[config.mk]
export PLATFORM = sky130hd
export DESIGN_NAME = tlk2711_tx_framer
export DESIGN_NICKNAME = d
export VERILOG_FILES = /design/src/rtl/tlk2711_pkg.sv /design/src/rtl/tlk2711_crc16.sv /design/src/rtl/tlk2711_tx_framer.sv
export SDC_FILE = /design/constraint.sdc
export NUM_CORES = 1
export LEC_CHECK = 0
export CORE_MARGIN = 2
export CORE_UTILIZATION = 53
export DETAILED_ROUTE_END_ITERATION = 12
export HOLD_SLACK_MARGIN = 0.15
export PLACE_DENSITY_LB_ADDON = 0.3
export SKIP_LAST_GASP = 1
export SLEW_MARGIN = 30
export SYNTH_ARGS = -nofsm -noshare
export SYNTH_HDL_FRONTEND = slang
export SYNTH_SLANG_ARGS = --single-unit
[constraint.sdc]
create_clock -name tx_clk -period 3.1 [get_ports tx_clk]
set_input_delay 0.465 -clock tx_clk [delete_from_list [all_inputs] [get_ports tx_clk]]
set_output_delay 0.465 -clock tx_clk [all_outputs]
set_load 0.02 [all_outputs]
[src/rtl/tlk2711_pkg.sv]
// tlk2711_pkg: mode/state encodings, TLK2711 word constants and the CRC16-CCITT word update.
package tlk2711_pkg;
  typedef enum logic [1:0] {M_NORM, M_LOOP, M_KCODE, M_PRBS} mode_t;
  typedef enum logic [2:0] {T_IDLE, T_NORM, T_LOOP, T_KCODE, T_PRBS} top_t;
  typedef enum logic [2:0] {PH_COMMA, PH_SOF, PH_DATA, PH_CRC, PH_EOF, PH_GAP} phase_t;
  localparam logic [7:0] K28_5 = 8'hBC, D5_6 = 8'hC5, D11_5 = 8'hAB, D21_5 = 8'hB5;
  localparam logic [15:0] W_COMMA = {K28_5, D5_6}, W_SOF = {K28_5, D11_5}, W_EOF = {K28_5, D21_5};
  localparam logic [15:0] CRC_POLY = 16'h1021, CRC_INIT = 16'hFFFF;
  typedef struct packed {
    logic [15:0] txd;
    logic tkmsb, loopen, prbsen, enable, lckrefn, busy, stop_ack;
  } pins_t;
  function automatic logic [15:0] crc16_word(input logic [15:0] crc, input logic [15:0] data);
    logic [15:0] c;
    c = crc ^ data;
    for (int i = 0; i < 16; i++) c = c[15] ? {c[14:0], 1'b0} ^ CRC_POLY : {c[14:0], 1'b0};
    return c;
  endfunction
endpackage

[src/rtl/tlk2711_crc16.sv]
// tlk2711_crc16: CRC16-CCITT over 16-bit words, MSB first, with synchronous clear to the init value.
module tlk2711_crc16
  import tlk2711_pkg::*;
(
  input  logic        tx_clk,
  input  logic        rst_n,
  input  logic        i_clr,
  input  logic        i_en,
  input  logic [15:0] i_data,
  output logic [15:0] o_crc
);
  logic [15:0] crc_q, crc_d;
  always_comb crc_d = i_clr ? CRC_INIT : i_en ? crc16_word(crc_q, i_data) : crc_q;
  always_ff @(posedge tx_clk or negedge rst_n)
    if (!rst_n) crc_q <= CRC_INIT;
    else crc_q <= crc_d;
  assign o_crc = crc_q;
endmodule

[src/rtl/tlk2711_tx_framer.sv]
// tlk2711_tx_framer: TLK2711 TX framer with NORM/LOOP/KCODE/PRBS modes and graceful stop.
// Define TLK_TX_CRC_EN to append a CRC16-CCITT word after the payload of each packet.
module tlk2711_tx_framer
  import tlk2711_pkg::*;
#(
  parameter int PKT_WORDS = 32,
  parameter int NUM_COMMA = 2,
  parameter int IDLE_GAP  = 4,
  parameter int CNT_W     = 16
) (
  input  logic             tx_clk,
  input  logic             rst_n,
  input  logic             i_start,
  input  logic [1:0]       i_mode,
  input  logic             i_stop,
  output logic             o_stop_ack,
  input  logic [15:0]      i_data,
  input  logic             i_valid,
  output logic             o_ready,
  output logic [15:0]      o_txd,
  output logic             o_tkmsb,
  output logic             o_tklsb,
  output logic             o_loopen,
  output logic             o_prbsen,
  output logic             o_enable,
  output logic             o_lckrefn,
  output logic             o_testen,
  output logic             o_busy,
  output logic [CNT_W-1:0] o_pkt_cnt
);
  top_t mode_q, mode_d;
  phase_t phase_q, phase_d;
  pins_t pins_q, pins_d;
  logic [15:0] cnt_q, cnt_d;
  logic [CNT_W-1:0] pkt_q, pkt_d;
  logic stop_lat_q, stop_lat_d, start_p_q, stop_p_q;
  assign o_ready = mode_q == T_NORM && phase_q == PH_DATA;
`ifdef TLK_TX_CRC_EN
  localparam phase_t PH_LAST = PH_CRC;
  logic [15:0] crc;
  tlk2711_crc16 u_crc (
    .tx_clk (tx_clk),
    .rst_n  (rst_n),
    .i_clr  (mode_q == T_NORM && phase_q == PH_SOF),
    .i_en   (o_ready & i_valid),
    .i_data (i_data),
    .o_crc  (crc)
  );
`else
  localparam phase_t PH_LAST = PH_EOF;
`endif
  always_comb begin
    mode_d = mode_q;
    phase_d = phase_q;
    cnt_d = cnt_q;
    pkt_d = pkt_q;
    stop_lat_d = stop_lat_q | i_stop;
    pins_d = '0;
    pins_d.lckrefn = 1'b1;
    pins_d.enable = mode_q != T_IDLE;
    pins_d.busy = mode_q != T_IDLE;
    case (mode_q)
      T_IDLE: begin
        stop_lat_d = 1'b0;
        pins_d.stop_ack = i_stop & ~stop_p_q;
        if (i_start & ~start_p_q) begin
          mode_d = i_mode == M_LOOP ? T_LOOP : i_mode == M_KCODE ? T_KCODE : i_mode == M_PRBS ? T_PRBS : T_NORM;
          phase_d = PH_COMMA;
          cnt_d = '0;
        end
      end
      T_NORM: begin
        pins_d.txd = W_COMMA;
        pins_d.tkmsb = 1'b1;
        cnt_d = cnt_q + 16'd1;
        case (phase_q)
          PH_COMMA: if (cnt_q == 16'(NUM_COMMA - 1)) begin
            phase_d = PH_SOF;
            cnt_d = '0;
          end
          PH_SOF: begin
            pins_d.txd = W_SOF;
            phase_d = PH_DATA;
            cnt_d = '0;
          end
          PH_DATA: begin
            // an underrun emits a comma fill and holds the word count
            cnt_d = cnt_q + 16'(i_valid);
            pins_d.txd = i_valid ? i_data : W_COMMA;
            pins_d.tkmsb = ~i_valid;
            if (i_valid && cnt_q == 16'(PKT_WORDS - 1)) begin
              phase_d = PH_LAST;
              cnt_d = '0;
            end
          end
`ifdef TLK_TX_CRC_EN
          PH_CRC: begin
            pins_d.txd = crc;
            pins_d.tkmsb = 1'b0;
            phase_d = PH_EOF;
          end
`endif
          PH_EOF: begin
            pins_d.txd = W_EOF;
            pkt_d = pkt_q + CNT_W'(1);
            cnt_d = '0;
            pins_d.stop_ack = stop_lat_d;
            mode_d = stop_lat_d ? T_IDLE : T_NORM;
            phase_d = IDLE_GAP == 0 ? PH_COMMA : PH_GAP;
          end
          default: if (cnt_q == 16'(IDLE_GAP - 1)) begin
            phase_d = PH_COMMA;
            cnt_d = '0;
          end
        endcase
      end
      T_LOOP, T_KCODE, T_PRBS: begin
        pins_d.txd = mode_q == T_PRBS ? 16'h0000 : W_COMMA;
        pins_d.tkmsb = mode_q != T_PRBS;
        pins_d.loopen = mode_q == T_LOOP;
        pins_d.prbsen = mode_q == T_PRBS;
        pins_d.stop_ack = i_stop;
        mode_d = i_stop ? T_IDLE : mode_q;
      end
      default: mode_d = T_IDLE;
    endcase
  end
  always_ff @(posedge tx_clk or negedge rst_n)
    if (!rst_n) begin
      mode_q <= T_IDLE;
      phase_q <= PH_COMMA;
      cnt_q <= '0;
      pkt_q <= '0;
      stop_lat_q <= 1'b0;
      start_p_q <= 1'b0;
      stop_p_q <= 1'b0;
      pins_q <= '0;
    end else begin
      mode_q <= mode_d;
      phase_q <= phase_d;
      cnt_q <= cnt_d;
      pkt_q <= pkt_d;
      stop_lat_q <= stop_lat_d;
      start_p_q <= i_start;
      stop_p_q <= i_stop;
      pins_q <= pins_d;
    end
  assign o_txd = pins_q.txd;
  assign o_tkmsb = pins_q.tkmsb;
  assign o_tklsb = 1'b0;
  assign o_loopen = pins_q.loopen;
  assign o_prbsen = pins_q.prbsen;
  assign o_enable = pins_q.enable;
  assign o_lckrefn = pins_q.lckrefn;
  assign o_testen = 1'b0;
  assign o_busy = pins_q.busy;
  assign o_stop_ack = pins_q.stop_ack;
  assign o_pkt_cnt = pkt_q;
endmodule

Yosys cells after proc, flatten, opt, wreduce, memory -nomap -nowiden
Cells that the tools add are included.
{"block": "classes", "add_sub_neg": 3, "eq_ne": 20, "n_mux": 29, "bitwise": 6, "n_reduce_logical": 12}
{"operator": "2-to-1 mux 16 bit", "count": 6}
{"operator": "one-hot mux 16 bit (3 select lines)", "count": 2}
{"operator": "one-hot mux 17 bit (2 select lines)", "count": 1}
{"operator": "adder 16 x 1 -> 16 bit, second input constant", "count": 2}
{"operator": "one-hot mux 16 bit (2 select lines)", "count": 1}
{"operator": "2-to-1 mux 3 bit", "count": 10}
{"operator": "adder 16 x 1 -> 16 bit", "count": 1}
{"operator": "equality test 16 x 1 -> 1 bit, second input constant", "count": 1}
{"operator": "equality test 16 x 2 -> 1 bit, second input constant", "count": 1}
{"operator": "equality test 16 x 5 -> 1 bit, second input constant", "count": 1}
{"operator": "one-hot mux 3 bit (4 select lines)", "count": 1}
{"operator": "equality test 3 x 2 -> 1 bit, second input constant", "count": 3}
{"operator": "one-hot mux 3 bit (3 select lines)", "count": 1}
{"operator": "equality test 3 x 1 -> 1 bit, second input constant", "count": 2}
{"operator": "equality test 3 bit, second input constant", "count": 2}
{"operator": "logical NOT 3 bit", "count": 2}
{"operator": "!= test 3 bit, second input constant", "count": 2}
{"operator": "!= test 6 x 1 -> 1 bit, second input constant", "count": 1}
{"operator": "one-hot mux 3 bit (2 select lines)", "count": 1}
{"operator": "AND reduction 5 bit", "count": 1}
{"operator": "equality test 2 bit, second input constant", "count": 2}
{"operator": "2-to-1 mux 1 bit", "count": 4}
{"operator": "!= test 2 bit, second input constant", "count": 2}
{"operator": "AND reduction 2 bit", "count": 2}
{"operator": "other kinds (14)", "count": 18}
{"block": "word_totals", "reg_bits": 63, "in_bits": 23, "wordCells": 84}

Longest topological paths before layout
{"block": "logic_depth", "ltp_word": 6, "mapped_depth": 10, "depth_no_buf": 8}

Worst setup path after synthesis
OpenSTA, ideal clock, no wires.
{"block": "synth_timing", "path_kind": "register to register", "start": "register cnt_q[0]", "end": "register phase_q[0]", "arrival_time_ns": 2.174, "setup_slack_ns": 0.801, "stages_incl_launch_ff": 8, "n_path_buf": 1, "synth_period_minus_slack_ns": 2.299, "path_cell_list": "dfrtp_1 > ha_1 > and4_1 > nand4_1 > and2_1 > buf_6 > or3_4 > mux2_4"}
{"block": "synth_via", "elab_chain_cells": 4, "word_cells_on_any_way": 8}
{"element": "from (decl)", "line": "tlk2711_tx_framer.sv:34", "text": "logic [15:0] cnt_q, cnt_d;"}
{"element": "from (signal assigned)", "line": "tlk2711_tx_framer.sv:141", "text": "cnt_q <= cnt_d;"}
{"element": "equality test 16 x 5 -> 1 bit", "line": "tlk2711_tx_framer.sv:91", "text": "if (i_valid && cnt_q == 16'(PKT_WORDS - 1)) begin"}
{"element": "logical AND 1 bit", "line": "tlk2711_tx_framer.sv:91"}
{"element": "!= test 3 x 2 -> 1 bit (no source line)"}
{"element": "AND reduction 5 bit (no source line) *"}
{"element": "to (signal assigned)", "line": "tlk2711_tx_framer.sv:140", "text": "phase_q <= phase_d;"}
{"element": "to (decl)", "line": "tlk2711_tx_framer.sv:32", "text": "phase_t phase_q, phase_d;"}
Mark *: on every way between the ends. The rest lies on a longest branch, timed or not.
A chain may end at the register's enable or synchronous reset.

Worst setup path after layout
{"block": "layout_timing", "start": "register phase_q[1]", "end": "output o_ready"}
{"block": "layout_via", "elab_chain_cells": 2}
{"element": "equality test 3 x 2 -> 1 bit", "line": "tlk2711_tx_framer.sv:37", "text": "assign o_ready = mode_q == T_NORM && phase_q == PH_DATA;"}
{"element": "logical AND 1 bit", "line": "tlk2711_tx_framer.sv:37"}
{"element": "to (decl)", "line": "tlk2711_tx_framer.sv:19", "text": "output logic o_ready,"}
No other way between the ends.

==> flow_metrics.tcl <==
set metrics [dict create \
    path_cells "nor3b_1 > and2_1 > clkdlybuf4s50_1" \
    final_cell_mix "dfrtp_1, clkdlybuf4s50_1, nand2_1" \
    clockBufferDepth 2 \
    tns_ps 0 \
    dpl_cell_area_um2 4280 \
    drive_gt1_frac 0.0887 \
    die-area_um2 7620 \
    drt_iter0_markers 259 \
    clk_pin_slew_ps 80 \
    hold_class "in2async" \
    cts_setup_buffers 0 \
    final_util 0.671 \
    hpwlAfterDp_um 6210 \
    cts_tree "done" \
    crit_path_start_kind "flop" \
    cts.sinks 63 \
    synth_edf_count 0 \
    vias 3287 \
    yosys_most_used_dff "dfrtp_1" \
    multi_input_comb_area_um2 1900 \
    crit_path_max_incr_delay_ps 630 \
    postCtsHoldBufs 0 \
    postSynthCellCount 396 \
    ys_ff_latch 63 \
    area_growth_pct 23.4 \
    vias_per_cell 6.19 \
    gp_congestion 0.957 \
    std_cell_rows 30 \
    synth.avg_cell_area_um2 9.29 \
    synth_cell_types 61 \
    leakagePower_uw 0.00196 \
    synth.cell_area_um2 3680 \
    irDropWorstVdd_uv 465 \
    grt_setup_unrepaired "false" \
    start_util 0.544 \
    maxCapViolCount 0 \
    wl_per_cell_um 16.6 \
    top_layer_used "met4" \
    layout_worst_path_cycle_share 0.923 \
    worst_setup_path_end_kind "output port" \
    grt_pass1_vias 2947 \
    nNetsFinal 478 \
    fmax_mhz 350 \
    num_antenna_cells 0 \
    regArea_um2 1580 \
    tightest_slew_ps 772 \
    required_ps 2630 \
    setup_viol 0 \
    fp.dieH_um 87.3 \
    wirelength_met1_um 3920 \
    die_w_um 87.3 \
    first_pass_iters 5 \
    ios 65 \
    seq_area_frac_synth 0.429 \
    grt_max_degree 64 \
    p_per_area_nw_per_um2 935 \
    met3_length_um 690 \
    finalWirelength_um 8830 \
    grt_first_pass_wirelength_um 14400 \
    clkLatencyLatePin_ps 350 \
    root_buffer "clkbuf_8" \
    final_hold_viol_count 0 \
    core_um2 6760 \
    whs_ps 272 \
    htree_levels 3 \
    cts_buffers 9 \
    stdcell_area_um2 4540 \
    cts_resized 0 \
    grt.total_usage 0.242 \
    cp_data_arrival_time_ps 2390 \
    post-route-min-period_ps 2860 \
    crit_fanout 13 \
    cp_slowest_cell "clkdlybuf4s50_1" \
    final_common_cell "dfrtp_1" \
    crit_type "reg2out" \
    synthArstFlopShare 1.00 \
    skew_ps 9.09 \
    antenna_found_initial 0 \
    dr_wl_met2_um 3920 \
    drc_errors 0 \
    yosysWarnings 0 \
    grt-ovfl-total 0 \
    slew_headroom 0.485 \
    drv_slew 0 \
    status "completed" \
    port_buffers 62 \
    fillers 548 \
    ant_nets 0 \
]
cells in the mapped netlist, types with 8 or more instances:
| cell | instances | area share |
|---|---|---|
| clkbuf_1 | 13 | 0.013 |
| nor2_1 | 27 | 0.028 |
| xor2_1 | 11 | 0.026 |
| and3_1 | 11 | 0.019 |
| nor3_1 | 12 | 0.016 |
| nand3_1 | 10 | 0.014 |
| nand4_1 | 15 | 0.026 |
| nand2_1 | 33 | 0.034 |
| a21oi_1 | 30 | 0.041 |
| xnor2_1 | 12 | 0.029 |
| a21o_1 | 10 | 0.020 |
| dfrtp_1 | 63 | 0.43 |
| ha_1 | 9 | 0.031 |
| o21ai_0 | 22 | 0.030 |
| buf_2 | 9 | 0.012 |
| inv_1 | 8 | 0.0082 |
worst max-delay path, delay by kind of cell (launching register included):
| kind | cells | cell delay, ps |
|---|---|---|
| buffers and inverters | 1 | 630 |
| flip-flops | 1 | 580 |
| AND/OR/NAND/NOR | 2 | 830 |
area by class of cell:
type / count / area share
multi-input cells: 294 / 0.419
flip-flops and latches: 63 / 0.347
well taps: 80 / 0.0221
clock inverters: 6 / 0.0254
repair buffers: 70 / 0.149
inverters: 8 / 0.00662
clock buffers: 10 / 0.0303
power by group:
part / switching [µW] / internal [µW] / total (µW)
clock network: 347 / 560 / 907
registers: 284 / 1050 / 1330
logic: 1140 / 860 / 2000
through the flow:
stage               cells  total power (µW)  setup WS [ps]
detailed placement    515              3300            365
global route          531              4480            210
CTS                   531              4230            286
finish                531              4240            240
global placement      515              3250            522
floorplan             397              2660            801
path summary, 6_finish.rpt:
path,start,to,slack (ps),cells past startpoint
worst max-delay path,phase_q[1]$_DFFE_PN0P_,o_ready,240,3
worst min-delay path,rst_n,o_pkt_cnt[6]$_DFFE_PN0P_,270,2
worst max register to register,cnt_q[1]$_DFFE_PN0P_,phase_q[0]$_DFFE_PN0P_,500,6
worst min register to register,o_pkt_cnt[15]$_DFFE_PN0P_,o_pkt_cnt[15]$_DFFE_PN0P_,470,1
max in group asynchronous,rst_n,o_txd[15]$_DFF_PN0_,2320,2
min in group tx_clk,o_pkt_cnt[15]$_DFFE_PN0P_,o_pkt_cnt[15]$_DFFE_PN0P_,470,1
cell families (layout without fill, tap and decap cells):
kind of cell	count (synthesis)	after routing	synth area share
other cells	2	3	0.00204
buf+inv	40	94	0.0551
xor+xnor	23	23	0.0548
mux	4	4	0.0129
flops	63	63	0.429
simple gates	148	148	0.225
fa+ha+maj	9	9	0.0306
compound gates	107	107	0.191
sequential cells by signal, indices dropped and copies added, names as in the netlist, 3 cells and up:
register   cells
o_pkt_cnt     16
cnt_q         16
o_txd         16
phase_q        3
mode_q         3
metal layers:
layer,vias to the layer above,GRT usage
met5,-,0
met4,0,0.130
met3,36,0.0474
met2,180,0.366
met1,1542,0.328
li1,1529,-
Power figures use the tool's default switching activity.
